`config.mk`:
```
export PLATFORM = sky130hd
export DESIGN_NAME = risc_loader
export DESIGN_NICKNAME = d
export VERILOG_FILES = /design/src/rtl/risc_loader.sv
export SDC_FILE = /design/constraint.sdc
export NUM_CORES = 1
export LEC_CHECK = 0
export CORE_UTILIZATION = 48
export DETAILED_ROUTE_END_ITERATION = 16
export GPL_TIMING_DRIVEN = 0
export PLACE_DENSITY = 0.82
export SLEW_MARGIN = 20
export SYNTH_ARGS = -nofsm -noshare
export SYNTH_HDL_FRONTEND = slang
export SYNTH_SLANG_ARGS = --single-unit
export TNS_END_PERCENT = 10
```
`constraint.sdc`:
```
create_clock -name clk -period 2.2 [get_ports clk]
set_clock_uncertainty 0.15 [all_clocks]
set_input_delay 0.33 -clock clk [delete_from_list [all_inputs] [get_ports clk]]
set_output_delay 0.33 -clock clk [all_outputs]
set_load 0.01 [all_outputs]
```
`src/rtl/risc_loader.sv`:
```
// Purpose: loads a program image into CPU memory, holds the CPU in reset, then times its run until halt.
// Latency: one cycle from an accepted word to its mem_wr strobe; CPU reset is released 2 cycles after the last word.
// Backpressure: load_ready is high only in LOAD and out of reset. Optional run timeout via RISC_LOADER_TIMEOUT_EN.
module risc_loader #(
    parameter int AWIDTH = 5,
    parameter int DWIDTH = 8,
    parameter int CWIDTH = 16
`ifdef RISC_LOADER_TIMEOUT_EN
    ,
    parameter int TIMEOUT = 1000
`endif
) (
    input  logic              clk,
    input  logic              rst,
    input  logic              load_valid,
    input  logic [DWIDTH-1:0] load_data,
    input  logic              load_last,
    output logic              load_ready,
    input  logic              start,
    input  logic              halt,
    output logic              cpu_rst,
    output logic              mem_wr,
    output logic [AWIDTH-1:0] mem_addr,
    output logic [DWIDTH-1:0] mem_data,
    output logic [CWIDTH-1:0] run_cycles,
    output logic              done,
    output logic              overflow,
    output logic              timeout
);

    typedef enum logic [1:0] {
        S_LOAD   = 2'd0,
        S_CPURST = 2'd1,
        S_RUN    = 2'd2,
        S_DONE   = 2'd3
    } state_t;

    state_t            state_q;
    state_t            state_d;
    logic [AWIDTH-1:0] wr_ptr;
    logic              rst_cnt;
    logic              accept;
    logic              ptr_full;
    logic              run_tick;
    logic              rearm;
    logic              to_hit;

    assign accept   = load_valid && load_ready;
    assign ptr_full = (wr_ptr == {AWIDTH{1'b1}});
    assign rearm    = (state_q == S_DONE) && start;
    assign run_tick = (state_q == S_RUN) && !halt && !to_hit;

`ifdef RISC_LOADER_TIMEOUT_EN
    logic        timeout_q;
    logic [31:0] run_ext;

    // Widened so a TIMEOUT beyond the counter range is compared honestly.
    assign run_ext = 32'(run_cycles);
    assign to_hit  = (state_q == S_RUN) && (run_ext >= 32'(TIMEOUT));
    assign timeout = timeout_q;

    always_ff @(posedge clk) begin
        if (rst) begin
            timeout_q <= 1'b0;
        end else if (rearm) begin
            timeout_q <= 1'b0;
        end else if (to_hit) begin
            timeout_q <= 1'b1;
        end
    end
`else
    assign to_hit  = 1'b0;
    assign timeout = 1'b0;
`endif

    always_ff @(posedge clk) begin
        if (rst) begin
            state_q <= S_LOAD;
        end else begin
            state_q <= state_d;
        end
    end

    always_comb begin
        state_d = state_q;
        case (state_q)
            S_LOAD: begin
                if (accept && (load_last || ptr_full)) begin
                    state_d = S_CPURST;
                end
            end
            S_CPURST: begin
                if (rst_cnt) begin
                    state_d = S_RUN;
                end
            end
            S_RUN: begin
                if (halt || to_hit) begin
                    state_d = S_DONE;
                end
            end
            S_DONE: begin
                if (start) begin
                    state_d = S_LOAD;
                end
            end
            default: state_d = S_LOAD;
        endcase
    end

    // A timed-out CPU is parked in reset; a halted one is left running.
    always_comb begin
        load_ready = 1'b0;
        cpu_rst    = 1'b1;
        done       = 1'b0;
        case (state_q)
            S_LOAD: begin
                load_ready = !rst;
            end
            S_CPURST: begin
                cpu_rst = 1'b1;
            end
            S_RUN: begin
                cpu_rst = 1'b0;
            end
            S_DONE: begin
                done    = 1'b1;
                cpu_rst = timeout;
            end
            default: begin
                cpu_rst = 1'b1;
            end
        endcase
    end

    always_ff @(posedge clk) begin
        if (rst) begin
            wr_ptr   <= '0;
            mem_wr   <= 1'b0;
            mem_addr <= '0;
            mem_data <= '0;
        end else begin
            mem_wr <= accept;
            if (accept) begin
                mem_addr <= wr_ptr;
                mem_data <= load_data;
                // The pointer parks at the top word; the FSM leaves LOAD there anyway.
                if (!ptr_full) begin
                    wr_ptr <= wr_ptr + 1'b1;
                end
            end else if (rearm) begin
                wr_ptr <= '0;
            end
        end
    end

    always_ff @(posedge clk) begin
        if (rst) begin
            rst_cnt <= 1'b0;
        end else if (state_q == S_CPURST) begin
            rst_cnt <= ~rst_cnt;
        end else begin
            rst_cnt <= 1'b0;
        end
    end

    always_ff @(posedge clk) begin
        if (rst) begin
            run_cycles <= '0;
            overflow   <= 1'b0;
        end else if (rearm) begin
            run_cycles <= '0;
            overflow   <= 1'b0;
        end else if (run_tick) begin
            if (run_cycles == {CWIDTH{1'b1}}) begin
                overflow <= 1'b1;
            end else begin
                run_cycles <= run_cycles + 1'b1;
            end
        end
    end

endmodule

```
# [Word level (Yosys, flattened, before mapping)]
# Cells that the tools add are included.
# Widths: inputs -> output; s select.
[totals] in_bits=14 word_cells=50 register_bits=39 out_inout_bits=35
[classes] eq_ne=10 n_addsub=2 n_mux=11 n_bitwise=3 reduce_logical=16
[ops] cell="$add 16x1->16 const B" count=1
[ops] cell="$eq 16x16->1 const B" count=1
[ops] cell="$mux 5" count=3
[ops] cell="$ne 2x2->1 const B" count=5
[ops] cell="$mux 2" count=4
[ops] cell="$pmux 2 s4" count=1
[ops] cell="$reduce_and 2->1" count=3
[ops] cell="$reduce_or 2->1" count=3
[ops] cell="$add 5x1->5 const B" count=1
[ops] cell="$eq 5x5->1 const B" count=1
[ops] cell="$eq 2x2->1 const B" count=2
[ops] cell="$logic_and 1x1->1" count=4
[ops] cell="$reduce_and 4->1" count=1
[ops] cell="$mux 1" count=3
[ops] cell="$not 1->1" count=3
[ops] cell="$eq 2x1->1 const B" count=1
[ops] cell="$logic_not 1->1" count=2
[ops] cell="$logic_not 2->1" count=1
[ops] cell="$reduce_bool 2->1" count=1
[ops] cell="$logic_or 1x1->1" count=1

# [Logic depth before layout (Yosys ltp)]
# Gate-level depths: netlist (run 1).
[depth] ltp_word=6 ltp_mapped=7 depth_no_buf=7

# [Least setup slack after synthesis (run 1)]
# OpenSTA, ideal clock, no wires.
[synth_path] kind="reg2reg" start="reg run_cycles[0]" end="reg run_cycles[4]" path_buffers=1 t_arrival_ns=1.640 setup_slack_ns=0.341 path_stages_with_launch=7 t_required_ns=1.980 setup_time_ns=0.070 synth_period_minus_slack_ns=1.859 path_cell_list="dfxtp_1 -> ha_1 -> and4_1 -> buf_6 -> a41o_4 -> or3_1 -> a21oi_1"
[synth_between] elab_chain_cells=3
[synth_rtl] item="from (decl)" line_no="25" source="output logic [CWIDTH-1:0] run_cycles,"
[synth_rtl] item="from (signal assigned)" line_no="178" source="run_cycles <= run_cycles + 1'b1;"
[synth_rtl] item="parallel branches: the longest is 3 deep, another holds $add 16x1->16"
# Several ways; the timed one is not identified.
# A chain may end at the register's enable or synchronous reset.

# [Worst setup path in the final report (run 1)]
[layout_path] start="in rst" end="out load_ready"
[layout_between] elab_chain_cells=2
[layout_rtl] item="from (decl)" line_no="14" source="input logic rst,"
[layout_rtl] item="$logic_not 1->1" line_no="118" source="load_ready = !rst;"
[layout_rtl] item="$mux 1" line_no="116" source="case (state_q)"
[layout_rtl] item="to (decl)" line_no="18" source="output logic load_ready,"
# No other way between the ends.

==> results.sh, run 1 <==
export IMPL_endpoint_kind="primary output"
export IMPL_syn_area_um2=1830
export IMPL_syn_nets=234
export IMPL_min_period_ns=2.18
export IMPL_grt_max_degree=13
export IMPL_r2r_cells=6
export IMPL_first_pass_iters=6
export IMPL_track_usage_pct=22.3
export IMPL_synth_edf_count=0
export IMPL_yosysWarnings=0
export IMPL_dp_hpwl_um=2970
export IMPL_root_buffer="clkbuf_8"
export IMPL_r2r_end="run_cycles[4]$_SDFFE_PP0P_"
export IMPL_p_seq_share_pct=42.9
export IMPL_synth_cell_types=48
export IMPL_yosysMostFrequentCell="dfxtp_1"
export IMPL_layout_drive_gt1_share_pct=8.21
export IMPL_die_w_um=63.8
export IMPL_netSwitchingFraction_pct=24.8
export IMPL_synthTopCellsByCount="39 x dfxtp_1, 34 x nand2_1, 17 x nor2_1"
export IMPL_via_per_inst=5.60
export IMPL_outcome="finished, final reports clean"
export IMPL_pwr_share_clk_pct=38.3
export IMPL_cts_tree="built"
export IMPL_cp_endpoint="load_ready"
export IMPL_cts_htree_levels=2
export IMPL_synthFlopType="dfxtp_1"
export IMPL_drt_iter0_drc=147
export IMPL_setup_tns_ns=0
export IMPL_synthTopCellsByArea="dfxtp_1 43%, nand2_1 7.0%, nand3b_1 5.3%, ha_1 4.8%, a21oi_1 3.5%"
export IMPL_cts_buffers=5
export IMPL_n_antenna_cell=0
export IMPL_yosysTopAreaCell="dfxtp_1"
export IMPL_post_cts_buffers=0
export IMPL_first_global_vias=1510
export IMPL_seq_area_frac_synth_pct=42.6
export IMPL_power_total_mw=1.84
export IMPL_coreArea_um2=3660
export IMPL_crit_family="buffers and inverters"
export IMPL_switchingPower_mw=0.457
export IMPL_p_leak_nw=0.962
export IMPL_critical_path_max_stage_delay_ns=0.54
export IMPL_ir_drop_v=0.000366
export IMPL_finalMaxSlewViolations=0
export IMPL_ant_nets=0
export IMPL_fmax_mhz=458
export IMPL_drt_wl_total_um=4220
export IMPL_antenna_found_initial=0
export IMPL_path_cells="clkdlybuf4s50_1 -> buf_2 -> nor2b_1 -> clkdlybuf4s50_1"
export IMPL_crit_fanout=10
export IMPL_insertion_delay_ns=0.29
export IMPL_synthCells=213
export IMPL_setup_viol=0
export IMPL_cp_data_arrival_time_ns=1.70
export IMPL_comb_power_share_pct=18.8
export IMPL_power_density_nw_per_um2=734
export IMPL_cts_clk_slew_worst_paths_ns=0.08
export IMPL_hold_viol=0
export IMPL_p_int_mw=1.38
export IMPL_globalplace_congestion=0.872
export IMPL_reg2reg_slack_ns=0.26
export IMPL_io_pins=49
export IMPL_crit_path_start_kind="primary input"
export IMPL_worstSetupPathDepth=4
export IMPL_max_slew_margin_pct=58.3
export IMPL_dr_total_vias=1770
export IMPL_synth_top_area_share_pct=42.6
export IMPL_crit_path_start="rst"
export IMPL_clk_path_buf_depth=2
export IMPL_area_growth_pct=36.7
export IMPL_worstMarginPinSlew_ns=0.626
export IMPL_critPathKind="in -> out"
export IMPL_num_rows=22
export IMPL_overflow=0
export IMPL_clkSinkCount=39
export IMPL_nFillCells=308
export IMPL_worst_path_buf_inv=3
export IMPL_post_route_period_util_pct=99.1
export IMPL_synth_seq_cells=39
export IMPL_fin_nets=288
export IMPL_wire_per_inst_um=13.3
export IMPL_required_ns=1.72
export IMPL_rsz0062_at_grt="yes"
export IMPL_postSynthAreaPerCell_um2=8.61
export IMPL_synthArstFlopShare_pct=0
export IMPL_cpMaxStageDelayCell="clkdlybuf4s50_1"
export IMPL_hold_path_class="reg -> reg"
export IMPL_dieHeight_um=63.8
export IMPL_grt_pass1_wl_um=7090
export IMPL_maxCapViolations=0
export IMPL_crit_top_cell="clkdlybuf4s50_1"
export IMPL_die_area_um2=4070
export IMPL_final_util_pct=68.4
export IMPL_io_buffers=47
export IMPL_r2r_start="run_cycles[0]$_SDFFE_PP0P_"
export IMPL_drc=0
export IMPL_initial_core_util_pct=50.1
==> cell families after synthesis <==
logic type,Yosys count,synth area share [%]
other,1,0.205
xor gates and xnor gates,1,0.478
buffers and inverters,14,3.75
adders and majority gates,7,4.78
DFF,39,42.6
muxes,4,2.25
and+or+nand+nor,105,30.9
AOI/OAI and AO/OA,42,15.0
==> flip-flops by register name, summed over array words and instances, names as in the netlist <==
| register | count |
|---|---|
| overflow | 1 |
| wr_ptr | 5 |
| run_cycles | 16 |
| mem_addr | 5 |
| rst_cnt | 1 |
| mem_data | 8 |
| state_q | 2 |
| mem_wr | 1 |
==> repair_timing <==
action | in CTS | in global routing
setup endpoints to repair | 1 | 4
pin swaps | 0 | 0
gates resized for setup | 1 | 3
hold buffers | 0 | 0
==> cell usage in the layout (no fill, tap or decap), drive strengths merged, types with 2 or more instances in the layout <==
cell type and count:
nand4 7, nand3 9, a41o 2, o21ai 10
nor2 17, mux2i 3, a21oi 13, clkdlybuf4s50 47
a22oi 2, dfxtp 39, nor4 2, and3 4
nor2b 4, inv 6, nor3 3, or3 2
nand3b 13, buf 5, a31oi 5, clkbuf 8
ha 7, bufinv 2, nand2 34, a31o 2
and4 4
==> layer usage <==
layer	routed length (um)	part of all wire, %	GRT usage (%)
met5	0	0	0
met4	87	2.1	9.38
met3	167	4.0	3.75
met2	1960	46	33.9
met1	2000	47	30.9
==> worst reg2reg max path: stages, from the launching register on <==
cell and delay, ns:
dfxtp_1 0.34, ha_1 0.25, and4_1 0.23, buf_6 0.13, a41o_4 0.28, or3_1 0.35
a21oi_1 0.14
==> power groups by stage <==
| stage | logic (mW) | clock network [mW] | registers, mW |
|---|---|---|---|
| 6_report | 0.346 | 0.704 | 0.789 |
| 5_1_grt | 0.380 | 0.744 | 0.795 |
| 4_1_cts | 0.348 | 0.714 | 0.788 |
| 3_5_place_dp | 0.346 | 0 | 0.804 |
| 3_3_place_gp | 0.340 | 0 | 0.801 |
| 2_1_floorplan | 0.182 | 0 | 0.813 |
==> how the worst min path moves through the flow <==
| stage | startpoint | endpoint | slack, ns | depth (start not counted) |
|---|---|---|---|---|
| after floorplan | rst | rst_cnt$_SDFF_PP0_ | 0.25 | 1 |
| after global placement | mem_addr[0]$_SDFFE_PP0P_ | mem_addr[0]$_SDFFE_PP0P_ | 0.29 | 2 |
| after detailed placement | mem_addr[0]$_SDFFE_PP0P_ | mem_addr[0]$_SDFFE_PP0P_ | 0.30 | 2 |
| after CTS | mem_addr[0]$_SDFFE_PP0P_ | mem_addr[0]$_SDFFE_PP0P_ | 0.31 | 2 |
| after global routing | mem_data[3]$_SDFFE_PP0P_ | mem_data[3]$_SDFFE_PP0P_ | 0.34 | 2 |
| final | mem_addr[0]$_SDFFE_PP0P_ | mem_addr[0]$_SDFFE_PP0P_ | 0.31 | 2 |
==> final cells by class <==
type                       instances  area [um^2]  share of cell area (%)
clock buffer                       6         72.6                    2.90
tap                               48         60.1                    2.40
sequential                        39          782                    31.2
timing repair buffer              47          470                    18.8
inverter                           7         26.3                    1.05
clock inverter                     2         60.1                    2.40
buffer                             7         43.8                    1.75
multi-input combinational        160          990                    39.5
==> through the flow <==
| stage | hold slack (ns) | std cells | worst slack (ns) | cell area [um^2] |
|---|---|---|---|---|
| floorplan | 0.252 | 213 | 0.341 | 1830 |
| global placement | 0.293 | 308 | -0.0725 | 2360 |
| detailed placement | 0.300 | 308 | -0.0786 | 2360 |
| CTS | 0.311 | 316 | 0.00556 | 2500 |
| global route | 0.342 | 316 | -0.0551 | 2500 |
| finish | 0.310 | 316 | 0.0188 | 2500 |
Note: power is estimated with default switching activity, not from simulation.
==> run 2: changes to the inputs <==
--- a/config.mk
+++ b/config.mk
@@ -9,7 +9,7 @@
 export DETAILED_ROUTE_END_ITERATION = 16
 export GPL_TIMING_DRIVEN = 0
 export PLACE_DENSITY = 0.82
-export SLEW_MARGIN = 20
+export SLEW_MARGIN = 25
 export SYNTH_ARGS = -nofsm -noshare
 export SYNTH_HDL_FRONTEND = slang
 export SYNTH_SLANG_ARGS = --single-unit
==> results of run 2 <==
No change in the layout: final DEF, timing and power equal those of run 1.
